### src/rtl/fetch_ctrl.sv
// ----------------------------------------------------------------------------
// fetch_ctrl
//   Instruction fetch sequencer for the IF stage. Owns the architectural fetch
//   PC, issues at most one outstanding request to a handshaked,
//   variable-latency instruction memory, and presents a registered
//   instruction/PC pair to the IF/ID boundary. Redirects from EX, stalls from
//   the hazard unit and flushes from the control unit are applied here. A
//   killed or empty slot always reads as an all-zero instruction.
//
//   Optional build macro:
//     FETCH_PERF_CNT_EN  when defined, perf_fetched / perf_stall_cyc are live
//                        32-bit wrapping counters; otherwise both read 0 and
//                        no counter flops exist.
//
//   Parameters:
//     RESET_PC        fetch PC loaded on reset (bits [1:0] must be 0)
//
//   Ports:
//     clk             clock, all state updates on posedge
//     rst             synchronous active-high reset, overrides everything
//     stall           IF/ID must hold its contents this cycle
//     flush           kill the instruction currently presented
//     redirect_valid  EX resolved a redirect this cycle (highest priority)
//     redirect_pc     redirect target, bits [1:0] ignored
//     imem_req        fetch request (combinational)
//     imem_addr       fetch address, always equal to pc
//     imem_ready      memory accepts the request this cycle
//     imem_rvalid     read data valid, cannot be back-pressured
//     imem_rdata      returned instruction word
//     out_valid       out_instr / out_pc hold a live instruction
//     out_instr       presented instruction, 32'h0 when not valid
//     out_pc          PC of out_instr
//     pc              current fetch PC
//     perf_fetched    instructions consumed by IF/ID
//     perf_stall_cyc  cycles with a live instruction held by stall
// ----------------------------------------------------------------------------
module fetch_ctrl #(
   parameter logic [31:0] RESET_PC = 32'h0000_0000
) (
   input  logic        clk,
   input  logic        rst,
   input  logic        stall,
   input  logic        flush,
   input  logic        redirect_valid,
   input  logic [31:0] redirect_pc,
   output logic        imem_req,
   output logic [31:0] imem_addr,
   input  logic        imem_ready,
   input  logic        imem_rvalid,
   input  logic [31:0] imem_rdata,
   output logic        out_valid,
   output logic [31:0] out_instr,
   output logic [31:0] out_pc,
   output logic [31:0] pc,
   output logic [31:0] perf_fetched,
   output logic [31:0] perf_stall_cyc
);

   // IDLE : one settling cycle after reset
   // REQ  : ready to issue a request for pc
   // WAIT : one request outstanding, its data will be delivered
   // DROP : one request outstanding, its data is stale and will be discarded
   typedef enum logic [1:0] {IDLE, REQ, WAIT, DROP} state_t;

   state_t      state;
   state_t      state_nxt;
   logic [31:0] req_pc;     // address of the outstanding request
   logic        accept;     // request handshake completes this cycle
   logic        load;       // returning data goes into the output slot

   // -------------------------------------------------------------------------
   // State register
   // -------------------------------------------------------------------------
   // NOTE: every clocked process uses non-blocking assignments so all flops
   // sample the same pre-edge values regardless of process ordering.
   always_ff @(posedge clk) begin
      if (rst) state <= IDLE;
      else     state <= state_nxt;
   end

   // -------------------------------------------------------------------------
   // Next-state logic
   // -------------------------------------------------------------------------
   // NOTE: state_nxt gets a default before the case so no path leaves it
   // unassigned, which would otherwise infer a latch.
   always_comb begin
      state_nxt = state;
      case (state)
         IDLE: begin
            // A redirect during the settling cycle keeps us there one more.
            if (!redirect_valid) state_nxt = REQ;
         end
         REQ: begin
            // A request accepted in a redirect cycle fetched the old path,
            // so its response must be swallowed.
            if (accept) state_nxt = redirect_valid ? DROP : WAIT;
         end
         WAIT: begin
            if (imem_rvalid)         state_nxt = REQ;
            else if (redirect_valid) state_nxt = DROP;
         end
         DROP: begin
            // The outstanding response retires the stale request; a redirect
            // here only moves pc, so rvalid still ends the drop.
            if (imem_rvalid) state_nxt = REQ;
         end
         default: state_nxt = IDLE;
      endcase
   end

   // -------------------------------------------------------------------------
   // Output logic
   // -------------------------------------------------------------------------
   // A new request may only be issued when the output slot is empty or is
   // being consumed this cycle; since the response arrives at least one cycle
   // later, the slot is always free when data returns and no skid buffer is
   // needed.
   always_comb begin
      imem_req = (state == REQ) && (!out_valid || !stall);
   end

   assign imem_addr = pc;
   assign accept    = imem_req && imem_ready;
   assign load      = (state == WAIT) && imem_rvalid && !redirect_valid;

   // -------------------------------------------------------------------------
   // Fetch PC and outstanding-request address
   // -------------------------------------------------------------------------
   always_ff @(posedge clk) begin
      if (rst) begin
         pc     <= RESET_PC;
         req_pc <= '0;
      end else begin
         if (redirect_valid) pc <= {redirect_pc[31:2], 2'b00};
         else if (accept)    pc <= pc + 32'd4;   // wraps 32'hFFFF_FFFC -> 0
         if (accept) req_pc <= pc;
      end
   end

   // -------------------------------------------------------------------------
   // IF/ID output slot
   // -------------------------------------------------------------------------
   // Redirect beats everything; a returning response beats flush because
   // flush only kills what is presented now. The instruction is zeroed
   // whenever the slot empties so an invalid slot always reads as 0.
   always_ff @(posedge clk) begin
      if (rst) begin
         out_valid <= 1'b0;
         out_instr <= '0;
         out_pc    <= '0;
      end else if (redirect_valid) begin
         out_valid <= 1'b0;
         out_instr <= '0;
      end else if (load) begin
         out_valid <= 1'b1;
         out_instr <= imem_rdata;
         out_pc    <= req_pc;
      end else if (flush || (out_valid && !stall)) begin
         out_valid <= 1'b0;
         out_instr <= '0;
      end
   end

   // -------------------------------------------------------------------------
   // Performance counters
   // -------------------------------------------------------------------------
`ifdef FETCH_PERF_CNT_EN
   logic consume;

   assign consume = out_valid && !stall && !flush && !redirect_valid;

   always_ff @(posedge clk) begin
      if (rst) begin
         perf_fetched   <= '0;
         perf_stall_cyc <= '0;
      end else begin
         if (consume)           perf_fetched   <= perf_fetched + 32'd1;
         if (out_valid && stall) perf_stall_cyc <= perf_stall_cyc + 32'd1;
      end
   end
`else
   assign perf_fetched   = 32'h0;
   assign perf_stall_cyc = 32'h0;
`endif

endmodule

### config.mk
export PLATFORM = sky130hd
export DESIGN_NAME = fetch_ctrl
export DESIGN_NICKNAME = d
export VERILOG_FILES = /design/src/rtl/fetch_ctrl.sv
export SDC_FILE = /design/constraint.sdc
export NUM_CORES = 1
export LEC_CHECK = 0
export CORE_ASPECT_RATIO = 0.75
export CORE_MARGIN = 8
export CORE_UTILIZATION = 30
export DETAILED_ROUTE_END_ITERATION = 6
export PLACE_DENSITY_LB_ADDON = 0.15
export SYNTH_ARGS = -nofsm -noshare
export SYNTH_HDL_FRONTEND = slang
export SYNTH_SLANG_ARGS = --single-unit
### constraint.sdc
create_clock -name clk -period 2.8 [get_ports clk]
set_input_delay 0.42 -clock clk [delete_from_list [all_inputs] [get_ports clk]]
set_output_delay 0.42 -clock clk [all_outputs]
set_load 0.005 [all_outputs]
==> impl_metrics.tcl, run 1 <==
set metrics [dict create \
    outcome "complete, no violations" \
    die_width_microns 176 \
    synth_cell_types 43 \
    start_util 0.302 \
    cts_resized 0 \
    n_antenna_cell 0 \
    dp_cells 1106 \
    crit_start "state[1]" \
    die-area_sq_mm 0.0239 \
    grt_pass1_wl_mm 27.8 \
    coreArea_sq_mm 0.0190 \
    dp_hpwl_mm 13.3 \
    final_util 0.429 \
    ctsHoldBuffers 0 \
    critPathKind "reg2out" \
    avgViaCountPerCell 4.39 \
    max-vdd-ir-drop_v 0.000286 \
    overflow 0 \
    end_kind "primary output" \
    ant_nets 0 \
    path_common_cell "inv_1" \
    p_comb_frac 0.138 \
    synth_top_flop_cell "dfxtp_1" \
    r2r-start "imem_addr[9]" \
    power_density_mw_per_mm2 590 \
    netlist_area_sq_mm 0.00575 \
    num_io_pins 265 \
    final_area_sq_mm 0.00817 \
    crit_path_max_fanout 5 \
    place_congestion 0.767 \
    synth_area_per_cell_sq_um 8.14 \
    cts_setup_buffers 0 \
    finalSetupTns_ns 0 \
    grt_pass1_vias 4839 \
    final_cell_count_no_fill 1138 \
    grt_setup_unrepaired "no" \
    clk_latency_ns 0.42 \
    relSlewSlack 0.533 \
    async_flop_share 0 \
    synth.top_cell.area_share 0.435 \
    path_clk_slew_ns 0.06 \
    antenna_found_initial 0 \
    yosys-top-cells-count "nand2_1, dfxtp_1, buf_4, a21oi_1, nor2_1" \
    hold_violations 0 \
    synth-seq-cells 125 \
    max_freq_mhz 427 \
    power_mw 4.82 \
    portBuffers 192 \
    whs_ns 0.449 \
    min_from "req_pc[22]" \
    grt_max_degree 59 \
    dpl_worst_slack_ns 0.411 \
    final-max-slew-violation-count 0 \
    regToRegSetupSlack_ns 0.48 \
    fin_skew_ns 0.0106 \
    syn_inst 707 \
    finalSetupViolCount 0 \
    place_area_sq_mm 0.00757 \
    holdCritPathClass "reg2reg" \
    crit_required_ns 2.38 \
    seqPwrFrac 0.396 \
    synthToLayoutAreaGrowth_pct 42.0 \
    clockBufferDepth 2 \
    period_minus_slack_ns 2.34 \
    cts_tree "done" \
    ctsRootBufferMaster "clkbuf_16" \
    cpPeakStageDelay_ns 0.55 \
    synthTopCellsByArea "dfxtp_1, buf_4, nand2_1, a21oi_1, a22oi_1" \
    first_iter_violations 200 \
    power.internal_mw 3.56 \
    ys_seq_area_frac 0.435 \
    period_share 0.836 \
    cts.sinks 125 \
    drc 0 \
    power_switching_mw 1.26 \
    post_drt_wl_per_cell_microns 16.0 \
    grt_use_total 0.149 \
    routed_wl_mm 18.2 \
    worstPathCellList "inv_1 > ha_1 > inv_1 > nor2_1 > clkdlybuf4s50_1" \
    die_h_microns 136 \
    tightest_slew_ns 0.701 \
    critPathLaunchType "flop" \
    htree_levels 4 \
    rows 44 \
    maxCapViolCount 0 \
    yosys_warnings 0 \
    synth_most_common_cell "nand2_1" \
    cts_buffers 17 \
    layout_setup_ws_ns 0.460 \
    vias 5001 \
    synth-edff-count 0 \
    drive_gt1_frac 0.0836 \
    arrival_ns 1.92 \
    power_leakage_nw 2.87 \
    drtPass1Iterations 4 \
    switching_share 0.261 \
    slowest_stage "clkdlybuf4s50_1" \
    power.share.clock 0.466 \
    synth.largest_area_cell "dfxtp_1" \
    fin_nets 948 \
]
## power groups by stage
stage	sequential [mW]	combinational (mW)	clock, mW
floorplan	1.94	0.404	0
global placement	1.94	0.668	0
detailed placement	1.94	0.669	0
CTS	1.91	0.673	2.31
global route	1.92	0.740	2.39
finish	1.91	0.665	2.25
## worst paths after layout
kind                        end  cells after the start
setup / recovery       imem_req                      5
hold / removal       out_pc[22]                      2
setup reg to reg  imem_addr[24]                      5
hold reg to reg      out_pc[22]                      2
## worst max-delay path, delay by kind of cell, from the launching register on
kind | cells | cell delay [ns]
fa+ha+maj | 1 | 0.24
buf+inv | 3 | 0.71
flops | 1 | 0.34
simple gates | 1 | 0.21
## cell usage in the layout (no fill, tap or decap), types with 3 or more instances in the layout
cell type        instances
a211oi_1                16
a21oi_1                 71
a22oi_1                 32
a311oi_1                 5
and2_1                   4
buf_4                   25
bufinv_16                3
clkbuf_16               17
clkdlybuf4s50_1        191
clkinv_2                 3
clkinvlp_4               5
conb_1                  70
dfxtp_1                125
ha_1                     5
inv_1                    9
nand2_1                146
nand3_1                 10
nand4_1                 11
nor2_1                  57
nor3_1                   7
nor4_1                   6
o21ai_0                  5
or3_1                    4
xnor2_1                 16
xor2_1                   7
## per-layer routing
layer | vias up | GRT usage | routed length (microns)
li1 | 2546 | - | -
met1 | 2290 | 0.199 | 8750
met2 | 152 | 0.221 | 7950
met3 | 13 | 0.0530 | 1260
met4 | 0 | 0.0446 | 218
met5 | - | 0 | 0
## cell type report
type                            instances  area (sq um)
Fill cell                            2029         10900
Multi-Input combinational cell        500          2570
Sequential cell                       125          2500
Timing Repair Buffer                  218          2140
Clock buffer                           18           429
Tap cell                              253           317
Clock inverter                         14           169
Inverter                               10          37.5
## state kept, by name, summed over array words and instances (netlist names)
name and cells:
imem_addr 30, out_instr 32, out_valid 1, state 2, req_pc 30, out_pc 30
## logic make-up (layout without fill, tap and decap cells)
| family | Yosys count | in the layout | share of synthesized area |
|---|---|---|---|
| simple gates | 265 | 265 | 0.205 |
| buf+inv | 151 | 260 | 0.165 |
| compound gates | 136 | 136 | 0.147 |
| flops | 125 | 125 | 0.435 |
| xor+xnor | 23 | 23 | 0.0350 |
| fa+ha+maj | 5 | 5 | 0.0109 |
| other cells | 1 | 70 | 0.000652 |
| mux | 1 | 1 | 0.00174 |
No activity file was read; power rests on OpenSTA's default activity.
==> run 2, diff against run 1 <==
- clock period: 2.8 -> 2.25 ns (I/O delays scaled with it)
==> impl_metrics.tcl, run 2 (synthesized netlist as in run 1, its figures left out) <==
set metrics [dict create \
    cts_tree "done" \
    coreArea_sq_mm 0.0190 \
    arrival_ns 1.80 \
    n_antenna_cell 0 \
    met1_usage 0.203 \
    portBuffers 192 \
    mostFrequentLayoutCell "clkdlybuf4s50_1" \
    avgViaCountPerCell 4.39 \
    holdCritPathClass "in2reg" \
    grt_max_degree 42 \
    post_drt_wl_per_cell_microns 16.0 \
    synthToLayoutAreaGrowth_pct 44.4 \
    final_cell_count_no_fill 1155 \
    critPathKind "reg2out" \
    largest_register "out_instr" \
    vias 5068 \
    overflow 0 \
    power_leakage_nw 2.98 \
    critPathTopFamily "buffers and inverters" \
    hold_violations 0 \
    final_util 0.436 \
    antenna_found_initial 0 \
    cts_setup_buffers 0 \
    slowest_stage "clkdlybuf4s50_1" \
    power_density_mw_per_mm2 724 \
    end_kind "primary output" \
    ctsRootBufferMaster "clkbuf_16" \
    dp_cells 1125 \
    cpPeakStageDelay_ns 0.54 \
    max-vdd-ir-drop_v 0.000345 \
    period_minus_slack_ns 2.14 \
    grt_pass1_wl_mm 28.0 \
    path_clk_slew_ns 0.06 \
    die_h_microns 136 \
    cts_buffers 17 \
    fin_nets 967 \
    first_iter_violations 351 \
    worstPathCellList "inv_1 > ha_2 > inv_1 > nor2_2 > clkdlybuf4s50_1" \
    die-area_sq_mm 0.0239 \
    path_common_cell "inv_1" \
    largest_register_ffs 32 \
    place_congestion 0.757 \
    die_width_microns 176 \
    fin_skew_ns 0.00819 \
    ant_nets 0 \
    cts.sinks 125 \
    crit_path_max_fanout 5 \
    rows 44 \
    finalSetupViolCount 0 \
    grt_busiest_layer "met2" \
    grt_setup_unrepaired "no" \
    crit_required_ns 1.91 \
    period_share 0.950 \
    drive_gt1_frac 0.102 \
    max_freq_mhz 468 \
    crit_buf_inv 3 \
    critPathLaunchType "flop" \
    final-max-slew-violation-count 0 \
    drtPass1Iterations 4 \
    drc 0 \
    met2_usage 0.218 \
    final_cell_mix "clkdlybuf4s50_1, nand2_1, dfxtp_1" \
    clk_latency_ns 0.41 \
    grt_pass1_vias 4949 \
    outcome "complete, no violations" \
    clockBufferDepth 2 \
    num_io_pins 265 \
    regToRegSetupSlack_ns 0.15 \
    dp_hpwl_mm 13.7 \
    htree_levels 4 \
    met3_usage 0.0494 \
    routed_wl_mm 18.4 \
    maxCapViolCount 0 \
    start_util 0.302 \
    nFillCells 1945 \
    grt_use_total 0.148 \
]
run 2: worst paths after layout:
kind,depth (start not counted),end,startpoint
setup / recovery,5,imem_req,state[1]
hold / removal,2,out_pc[10],rst
setup reg to reg,5,imem_addr[25],imem_addr[18]
hold reg to reg,2,out_pc[25],req_pc[25]
run 2: layout make-up:
cell class / instances / area, sq um / area share
inverter: 10 / 37.5 / 0.00452
sequential: 125 / 2500 / 0.301
clock inverter: 8 / 115 / 0.0139
tap: 253 / 317 / 0.0381
multi-input combinational: 500 / 2580 / 0.310
timing repair buffer: 237 / 2280 / 0.275
clock buffer: 22 / 474 / 0.0571
run 2: timing repair:
action | CTS | global route
resized for setup | 0 | 2
setup endpoints to repair | 0 | 2
hold buffers | 0 | 0
run 2: per-layer routing:
layer  up-vias  wire length (microns)
li1       2575                      -
met5         -                      0
met2       164                   7990
met4         0                    222
met1      2314                   8910
met3        15                   1320
run 2: through the flow:
step           hold WS, ns  setup WS, ns  TNS, ns  power (mW)  cell area, sq um
2_1_floorplan        0.432         0.124        0        2.92              6010
3_3_place_gp         0.442        0.0589        0        3.28              7710
3_5_place_dp         0.443       -0.0227  -0.0452        3.28              7710
4_1_cts              0.297        0.0359        0        6.08              8300
5_1_grt              0.318        0.0169        0        6.28              8310
6_report             0.315         0.112        0        6.01              8310
run 2: power breakdown:
part / internal [mW] / switching (mW) / total, mW
registers: 2.30 / 0.0655 / 2.36
clock network: 1.81 / 0.964 / 2.77
logic: 0.422 / 0.457 / 0.879
==> run 3, diff against run 2 <==
- ABC_CLOCK_PERIOD_IN_PS: not set -> 2250
==> results of run 3 <==
No change in the layout: final DEF, timing and power equal those of run 2.
